`src/rtl/hwag_sync_gen.sv`:
```
// Crank-wheel synchroniser: measures tooth periods, locates the missing-tooth gap
// with a shift-based ratio test, tracks tooth numbering and flags sync loss / stall.
module hwag_sync_gen #(
    parameter int PCNT_WIDTH    = 24,
    parameter int TCNT_WIDTH    = 6,
    parameter int TEETH_TOTAL   = 60,
    parameter int TEETH_MISSING = 2,
    parameter int TCNT_LOAD     = 2,
    parameter int GAP_SHIFT     = 1
) (
    input  logic                  i_clk,
    input  logic                  i_rst,          // synchronous, active-low
    input  logic                  i_cap,
    input  logic                  i_cap_edge_sel,
    input  logic                  i_err_clr,
    output logic                  o_sync,
    output logic [TCNT_WIDTH-1:0] o_tcnt,
    output logic [PCNT_WIDTH-1:0] o_period,
    output logic                  o_tooth_stb,
    output logic                  o_rev_stb,
    output logic                  o_gap_err,
    output logic                  o_stall,
    output logic                  o_err_sticky,
    output logic [1:0]            o_state
);

    localparam int TCNT_TOP = TEETH_TOTAL - TEETH_MISSING - 1;
    localparam logic [TCNT_WIDTH-1:0] TCNT_TOP_V  = TCNT_WIDTH'(TCNT_TOP);
    localparam logic [TCNT_WIDTH-1:0] TCNT_LOAD_V = TCNT_WIDTH'(TCNT_LOAD);

    typedef enum logic [1:0] {
        S_IDLE   = 2'd0,
        S_ARM    = 2'd1,
        S_SEARCH = 2'd2,
        S_SYNC   = 2'd3
    } state_t;

    function automatic logic is_short(input logic [PCNT_WIDTH-1:0] x,
                                      input logic [PCNT_WIDTH-1:0] y);
        return x < (y >> GAP_SHIFT);
    endfunction

    state_t                  r_state;
    logic                    r_cap_p0, r_cap_p1;
    logic [PCNT_WIDTH-1:0]   r_pcnt;
    logic [PCNT_WIDTH-1:0]   r_p1, r_p2, r_p3;
    logic [TCNT_WIDTH-1:0]   r_tcnt;
    logic [1:0]              r_arm_cnt;
    logic                    r_sync;
    logic                    r_tooth_stb, r_rev_stb, r_gap_err, r_stall, r_err_sticky;

    logic w_edge, w_gap_found, w_gap_now, w_last, w_shift;

    assign w_edge      = i_cap_edge_sel ? (~r_cap_p0 & r_cap_p1) : (r_cap_p0 & ~r_cap_p1);
    assign w_gap_found = is_short(r_p1, r_p2) & is_short(r_p3, r_p2);
    assign w_gap_now   = is_short(r_p1, r_pcnt);
    assign w_last      = (r_tcnt == TCNT_TOP_V);
    // A confirmed gap period is kept out of the history so p1..p3 stay normal teeth
    assign w_shift     = w_edge & ((r_state == S_ARM) | (r_state == S_SEARCH) |
                                   ((r_state == S_SYNC) & ~(w_last & w_gap_now)));

    always_ff @(posedge i_clk) begin
        if (!i_rst) begin
            r_state      <= S_IDLE;
            r_cap_p0     <= 1'b0;
            r_cap_p1     <= 1'b0;
            r_pcnt       <= '0;
            r_p1         <= '0;
            r_p2         <= '0;
            r_p3         <= '0;
            r_tcnt       <= '0;
            r_arm_cnt    <= '0;
            r_sync       <= 1'b0;
            r_tooth_stb  <= 1'b0;
            r_rev_stb    <= 1'b0;
            r_gap_err    <= 1'b0;
            r_stall      <= 1'b0;
            r_err_sticky <= 1'b0;
        end else begin
            r_cap_p0    <= i_cap;
            r_cap_p1    <= r_cap_p0;
            r_tooth_stb <= 1'b0;
            r_rev_stb   <= 1'b0;
            r_gap_err   <= 1'b0;
            r_stall     <= 1'b0;
            if (i_err_clr)
                r_err_sticky <= 1'b0;

            if (w_edge) begin
                r_pcnt <= PCNT_WIDTH'(1);
                if (w_shift) begin
                    r_p3 <= r_p2;
                    r_p2 <= r_p1;
                    r_p1 <= r_pcnt;
                end
                case (r_state)
                    S_IDLE: begin
                        r_state   <= S_ARM;
                        r_arm_cnt <= '0;
                    end
                    S_ARM: begin
                        r_arm_cnt <= r_arm_cnt + 2'd1;
                        if (r_arm_cnt == 2'd2)
                            r_state <= S_SEARCH;
                    end
                    S_SEARCH: begin
                        if (w_gap_found) begin
                            r_state     <= S_SYNC;
                            r_tcnt      <= TCNT_LOAD_V;
                            r_sync      <= 1'b1;
                            r_tooth_stb <= 1'b1;
                        end
                    end
                    S_SYNC: begin
                        if (w_last && w_gap_now) begin
                            r_tcnt      <= '0;
                            r_tooth_stb <= 1'b1;
                            r_rev_stb   <= 1'b1;
                        end else if (!w_last && !w_gap_now) begin
                            r_tcnt      <= r_tcnt + TCNT_WIDTH'(1);
                            r_tooth_stb <= 1'b1;
                        end else begin
                            // premature gap or missing gap: drop numbering and hunt again
                            r_gap_err    <= 1'b1;
                            r_err_sticky <= 1'b1;
                            r_state      <= S_SEARCH;
                            r_tcnt       <= '0;
                            r_sync       <= 1'b0;
                        end
                    end
                    default: r_state <= S_IDLE;
                endcase
            end else if (r_state != S_IDLE) begin
                if (&r_pcnt) begin
                    r_stall      <= 1'b1;
                    r_err_sticky <= 1'b1;
                    r_state      <= S_IDLE;
                    r_pcnt       <= '0;
                    r_p1         <= '0;
                    r_p2         <= '0;
                    r_p3         <= '0;
                    r_tcnt       <= '0;
                    r_arm_cnt    <= '0;
                    r_sync       <= 1'b0;
                end else begin
                    r_pcnt <= r_pcnt + PCNT_WIDTH'(1);
                end
            end
        end
    end

    assign o_sync       = r_sync;
    assign o_tcnt       = r_tcnt;
    assign o_period     = r_p1;
    assign o_tooth_stb  = r_tooth_stb;
    assign o_rev_stb    = r_rev_stb;
    assign o_gap_err    = r_gap_err;
    assign o_stall      = r_stall;
    assign o_err_sticky = r_err_sticky;
    assign o_state      = r_state;

endmodule
```
`config.mk`:
```
export PLATFORM = sky130hd
export DESIGN_NAME = hwag_sync_gen
export DESIGN_NICKNAME = d
export VERILOG_FILES = /design/src/rtl/hwag_sync_gen.sv
export SDC_FILE = /design/constraint.sdc
export NUM_CORES = 1
export LEC_CHECK = 0
export CAP_MARGIN = 20
export CORE_UTILIZATION = 59
export CTS_CLUSTER_DIAMETER = 150
export DETAILED_ROUTE_END_ITERATION = 16
export GPL_TIMING_DRIVEN = 0
export PLACE_DENSITY = 0.8
export SYNTH_ARGS = -nofsm -noshare
export SYNTH_HDL_FRONTEND = slang
export SYNTH_SLANG_ARGS = --single-unit
```
`constraint.sdc`:
```
create_clock -name i_clk -period 3.6 [get_ports i_clk]
set_input_delay 0.72 -clock i_clk [delete_from_list [all_inputs] [get_ports i_clk]]
set_output_delay 0.72 -clock i_clk [all_outputs]
set_load 0.1 [all_outputs]
```
# Yosys cells after proc, flatten, opt, wreduce, memory -nomap -nowiden
# Cells that the tools add are included.
# W data, S select, Z words.
# totals
reg_bits	114
inputBits	5
output_inout_bits	38
elab_cells	118
# op_classes
add_sub_neg	3
magnitude_cmp	3
n_eq_ne	12
muxes	50
n_bitwise	15
n_reduce_logical	19
# ops
cell	count
$mux W24	9
$lt A24 B23 Y1	3
$mux W6	6
$add A24 B1 Y24 const B	1
$reduce_and A24 Y1	1
$mux W1	22
$mux W2	8
$pmux W6 S2	1
$reduce_and A6 Y1	2
$ne A3 B3 Y1 const B	3
$reduce_and A3 Y1	3
$pmux W2 S4	1
$not A1 Y1	7
$add A6 B1 Y6 const B	1
$and A1 B1 Y1	6
$eq A2 B2 Y1 const B	3
$eq A6 B6 Y1 const B	1
$ne A3 B1 Y1 const B	2
$reduce_bool A2 Y1	3
$pmux W1 S2	2
$pmux W2 S2	1
$reduce_and A4 Y1	1
$reduce_or A4 Y1	1
$ne A3 B2 Y1 const B	1
other kinds (10)	13

# Logic depth before layout (Yosys ltp)
# logic_depth
word_depth	8
mapped_depth	17
depth_no_buf	16

# Least setup slack after synthesis
# Ideal clock, no wire load.
# synth_path
path_type	reg-to-reg
from	register r_p1[19], in the netlist o_period[19]
to	register r_p2[23]
setup_ps	69
arrival_ps	3597
required_ps	3531
setup_slack_ps	-66
path_stages_with_launch	12
n_path_buf	1
synth_period_minus_slack_ps	3666
cell_sequence	dfxtp_1 ha_1 inv_1 or4_2 o221a_2 ha_1 nor2b_1 nor2_1 nor2_1 clkbuf_1 a22oi_1 nor2_1
# synth_between
elab_chain_cells	8
# synth_lines
element	line_no	rtl
from (decl)	46	logic [PCNT_WIDTH-1:0] r_p1, r_p2, r_p3;
from (signal assigned)	94	r_p1 <= r_pcnt;
$lt A24 B23 Y1	40	return x < (y >> GAP_SHIFT);
$and A1 B1 Y1	60	((r_state == S_SYNC) & ~(w_last & w_gap_now)));
$not A1 Y1	60	
$and A1 B1 Y1	60	
$or A1 B1 Y1	59	assign w_shift = w_edge & ((r_state == S_ARM) | (r_state == S_SEARCH) |
$and A1 B1 Y1	59	
$ne A2 B1 Y1 (no line)	n/a	
$reduce_and A3 Y1 (no line)	n/a	
to (signal assigned)	93	r_p2 <= r_p1;
to (decl)	46	
# Every way passes these cells.
# A chain may end at the register's enable or synchronous reset.

# Final worst setup path
# layout_path
from	register r_pcnt[11]
to	register r_p3[12]
# layout_between
elab_chain_cells	8
word_cells_on_any_way	10
classes_between	1 x order compare; 1 x eq/ne; 5 x bitwise; 3 x reduce/logical
# layout_lines
element	line_no	rtl
from (decl)	45	logic [PCNT_WIDTH-1:0] r_pcnt;
from (signal assigned)	146	r_pcnt <= r_pcnt + PCNT_WIDTH'(1);
$lt A24 B23 Y1	40	
$and A1 B1 Y1	60	
$not A1 Y1	60	
$and A1 B1 Y1	60	
$or A1 B1 Y1	59	
$and A1 B1 Y1	59	
$ne A2 B1 Y1 (no line)	n/a	
$reduce_and A3 Y1 (no line) *	n/a	
to (signal assigned)	92	r_p3 <= r_p2;
to (decl)	46	
# Mark *: on every way between the ends. The rest lies on a longest branch, timed or not.

==> metrics.txt <==
outcome=finished, final reports clean; Mapped Area=0.00614 mm²; drt total wl=16500 µm; fraction of final layout cells sized beyond drive strength 1=10.5%; post-DR wirelength/cell=18.2 µm; pin count of the biggest net entering global routing=17; final critical-path setup slack=186 ps; max-slew violation total from the final report=0; number of diodes=0; placement-stage worst setup slack=-251 ps; DRC violations left=0; sequential-to-total area share from yosys stat=37.2%; slowest library cell on the worst path=sky130_fd_sc_hd__dfxtp_1; clock buffer count from CTS=17; final hold slack=468 ps; total number of clock tree sinks=114; data arrival time of the critical path=3860 ps; crit-path max FO=10; routed vias/inst=6.06; clock tree from TritonCTS=yes; startpoint type of the worst setup path=flip-flop; Clock power frac=57.4%; number of nets with antenna violations after detailed routing=0; vias in the first global route=5444; required time of the critical path=4050 ps; Iter 0 DRT Violations=344; count of different cell masters after synthesis=62; worst-margin pin slew=982 ps; total overflow reported by the global router=0; sum of internal, switching and leakage power=3.32 mW; max-slew headroom at the worst pin=34.3%; post-layout min period=3410 ps; Fmax achieved=0.293 GHz; leakage component of the power=2.97 nW; total via count in the routed design=5488; cells traversed along the worst timing path=inv_1 > ha_1 > a21o_1 > a21o_1 > a211oi_1 > o21ai_1 > a21oi_2 > o221a_2 > ha_2 > nor2b_1 > nor2_2 > nor2_4 > a21oi_4 > buf_12 > buf_6 > a22oi_1 > nor2_1; number of primary I/O pins=43; Total GRT Usage=31.2%; Detailed Place HPWL=11600 µm; nature of the critical path endpoint=flip-flop; clock-pin transition on the worst setup and hold timing paths=60 ps; share of the clock period used by the worst path after layout=94.8%; total power density per cell area=445 mW/mm²; depth of the CTS H-tree=4; number of enable-type register cells in the synthesized netlist=0; Core Rows=36; latest clock arrival within the worst-skew pair=530 ps; highest ir drop seen on vdd=336 µV; starting density of the core=61.9%; antenna violations before repair=0; relative area change from synthesis to final layout=21.5%; Sw Share=20.9%; number of nets produced by synthesis=777; core box area=0.00991 mm²; async set-or-reset flop fraction in the synthesized netlist=0%; clock tree root driver cell=sky130_fd_sc_hd__clkbuf_8; gate count of the mapped netlist=696; Post-Route Skew=5.98 ps; Die Outline Area=0.0108 mm²; width of the chip=104 µm; filler-free cell count of the finished design=906; Mean Syn Cell Area=8.82 µm²; switching power=694 µW; Placed Cells incl. Taps=871; final count of negative-setup-slack endpoints=0; maximum number of buffers from clock root to sink=2; cell occurring most often along the worst timing path=sky130_fd_sc_hd__a21o_1; sequential share of power=38.3%; Tightest Hold Check Type=flip-flop to flip-flop; first-pass GRT wire length=26500 µm; delay of the slowest cell on the worst path=440 ps; Final Hold Viols=0; register bit count reported by yosys=114; Yosys Warn Count=0; Comb pwr share=4.2%; CP Class=flip-flop to flip-flop; total internal power=2.63 mW; top flip-flop cell by instance count after synthesis=sky130_fd_sc_hd__dfxtp_1; final weighted congestion of routability-driven global placement=0.907; number of max-cap violations=0; input/output buffers=42; layout net count=841; Pre-Repair DR Iteration Count=5; height of the chip=104 µm; unrepaired setup endpoints after global routing=false
==> cell usage after synthesis, types with 2 or more instances <==
| cell | number | area (µm²) |
|---|---|---|
| sky130_fd_sc_hd__o221ai_1 | 2 | 17.5 |
| sky130_fd_sc_hd__and2_1 | 2 | 12.5 |
| sky130_fd_sc_hd__dfxtp_1 | 114 | 2280 |
| sky130_fd_sc_hd__xnor2_1 | 21 | 184 |
| sky130_fd_sc_hd__and4_1 | 3 | 26.3 |
| sky130_fd_sc_hd__a22oi_1 | 74 | 556 |
| sky130_fd_sc_hd__a21o_1 | 8 | 60.1 |
| sky130_fd_sc_hd__clkbuf_1 | 18 | 67.6 |
| sky130_fd_sc_hd__o21a_1 | 3 | 22.5 |
| sky130_fd_sc_hd__a31oi_1 | 2 | 12.5 |
| sky130_fd_sc_hd__a22o_1 | 2 | 17.5 |
| sky130_fd_sc_hd__nor3_1 | 13 | 65.1 |
| sky130_fd_sc_hd__a21oi_1 | 31 | 155 |
| sky130_fd_sc_hd__and3_1 | 6 | 37.5 |
| sky130_fd_sc_hd__o2bb2ai_1 | 2 | 17.5 |
| sky130_fd_sc_hd__nor4_4 | 2 | 42.5 |
| sky130_fd_sc_hd__inv_1 | 56 | 210 |
| sky130_fd_sc_hd__nand4b_4 | 2 | 47.6 |
| sky130_fd_sc_hd__buf_6 | 7 | 78.8 |
| sky130_fd_sc_hd__or3_1 | 2 | 12.5 |
| sky130_fd_sc_hd__mux2i_1 | 2 | 20.0 |
| sky130_fd_sc_hd__nand2b_1 | 3 | 18.8 |
| sky130_fd_sc_hd__nand4_1 | 11 | 68.8 |
| sky130_fd_sc_hd__nor2b_1 | 8 | 50.1 |
| sky130_fd_sc_hd__a211oi_1 | 3 | 22.5 |
| sky130_fd_sc_hd__buf_2 | 2 | 10.0 |
| sky130_fd_sc_hd__nand2_1 | 36 | 135 |
| sky130_fd_sc_hd__nor2_1 | 121 | 454 |
| sky130_fd_sc_hd__o211ai_2 | 2 | 25.0 |
| sky130_fd_sc_hd__ha_1 | 76 | 951 |
| sky130_fd_sc_hd__o21ai_0 | 16 | 80.1 |
| sky130_fd_sc_hd__nand3_1 | 12 | 60.1 |
| sky130_fd_sc_hd__o211ai_1 | 2 | 15.0 |
| sky130_fd_sc_hd__nor4_1 | 4 | 25.0 |
==> final cells by class <==
cell class	instances	area, µm²
multi-input combinational	500	3510
sequential	114	2290
tap	133	166
buffer	27	165
timing repair buffer	44	448
clock inverter	10	203
fill	702	2450
clock buffer	22	463
inverter	56	210
==> registers in the layout, indices dropped and copies added (netlist names), 2 cells and up <==
name and cells:
o_period 24, o_state 2, o_tcnt 6, r_arm_cnt 2
r_p2 24, r_p3 24, r_pcnt 24
==> what timing repair did <==
action	CTS	global route
hold buffers	0	0
resized for setup	4	15
buffers inserted	2	0
endpoints found under the setup margin	72	71
pin swaps	0	2
gates cloned	0	1
==> per-layer routing <==
metal | share of wire, % | track usage (%)
met1 | 41 | 36.6
met2 | 50 | 54.2
met3 | 6.4 | 5.58
met5 | 0 | 0
met4 | 3.2 | 16.3
==> critical path: cells and delay by family (launching register included) <==
family	cells	cell delay [ps]
buffers and inverters	3	450
and+or+nand+nor	4	590
adders and majority gates	2	540
AOI/OAI and AO/OA	8	1290
DFF	1	440
==> power groups by stage <==
stage	Clock, mW	Sequential (mW)	Combinational [mW]
3_3_place_gp	0	1.30	0.126
6_report	1.91	1.27	0.141
5_1_grt	1.97	1.27	0.150
4_1_cts	1.91	1.27	0.137
3_5_place_dp	0	1.30	0.128
2_1_floorplan	0	1.31	0.0784
==> cells by family (layout without fill, tap and decap cells) <==
logic type,Yosys count,count (layout),share of synthesized area [%]
mux,2,2,0.326
xor+xnor,21,21,3.00
simple gates,238,239,19.2
buf+inv,83,159,5.97
flops,114,114,37.2
compound gates,162,162,18.8
fa+ha+maj,76,76,15.5
==> metrics by stage <==
| stage | util (%) | area, µm² | TNS (ps) |
|---|---|---|---|
| floorplan | - | 6150 | 0 |
| global placement | 68.0 | 6730 | -8180 |
| detailed placement | 68.0 | 6730 | -12410 |
| CTS | 75.1 | 7440 | 0 |
| global route | 75.3 | 7460 | 0 |
| finish | 75.3 | 7460 | 0 |
==> placed cells by master (no fill, tap or decap), types with 6 or more instances in the layout <==
cell and instances:
sky130_fd_sc_hd__inv_1 56, sky130_fd_sc_hd__a21o_1 8, sky130_fd_sc_hd__bufinv_16 6, sky130_fd_sc_hd__ha_1 75, sky130_fd_sc_hd__clkdlybuf4s50_1 42, sky130_fd_sc_hd__o21ai_0 15, sky130_fd_sc_hd__nand3_1 12, sky130_fd_sc_hd__nand2_1 36
sky130_fd_sc_hd__a21oi_1 30, sky130_fd_sc_hd__dfxtp_1 106, sky130_fd_sc_hd__and3_1 6, sky130_fd_sc_hd__buf_6 7, sky130_fd_sc_hd__xnor2_1 21, sky130_fd_sc_hd__nor2b_1 8, sky130_fd_sc_hd__clkbuf_2 7, sky130_fd_sc_hd__nand4_1 11
sky130_fd_sc_hd__clkbuf_16 16, sky130_fd_sc_hd__nor3_1 13, sky130_fd_sc_hd__nor2_1 119, sky130_fd_sc_hd__a22oi_1 74, sky130_fd_sc_hd__clkbuf_1 13, sky130_fd_sc_hd__dfxtp_2 8
==> path summary, 6_finish.rpt <==
kind	start	endpoint	slack [ps]	cells past startpoint
worst max register to register	r_pcnt[11]	r_p3[12]	190	17
worst min register to register	r_cap_p0	r_cap_p1	470	1
worst max-delay path	r_pcnt[11]	r_p3[12]	190	17
worst min-delay path	r_cap_p0	r_cap_p1	470	1
(Power assumes the default switching activity.)
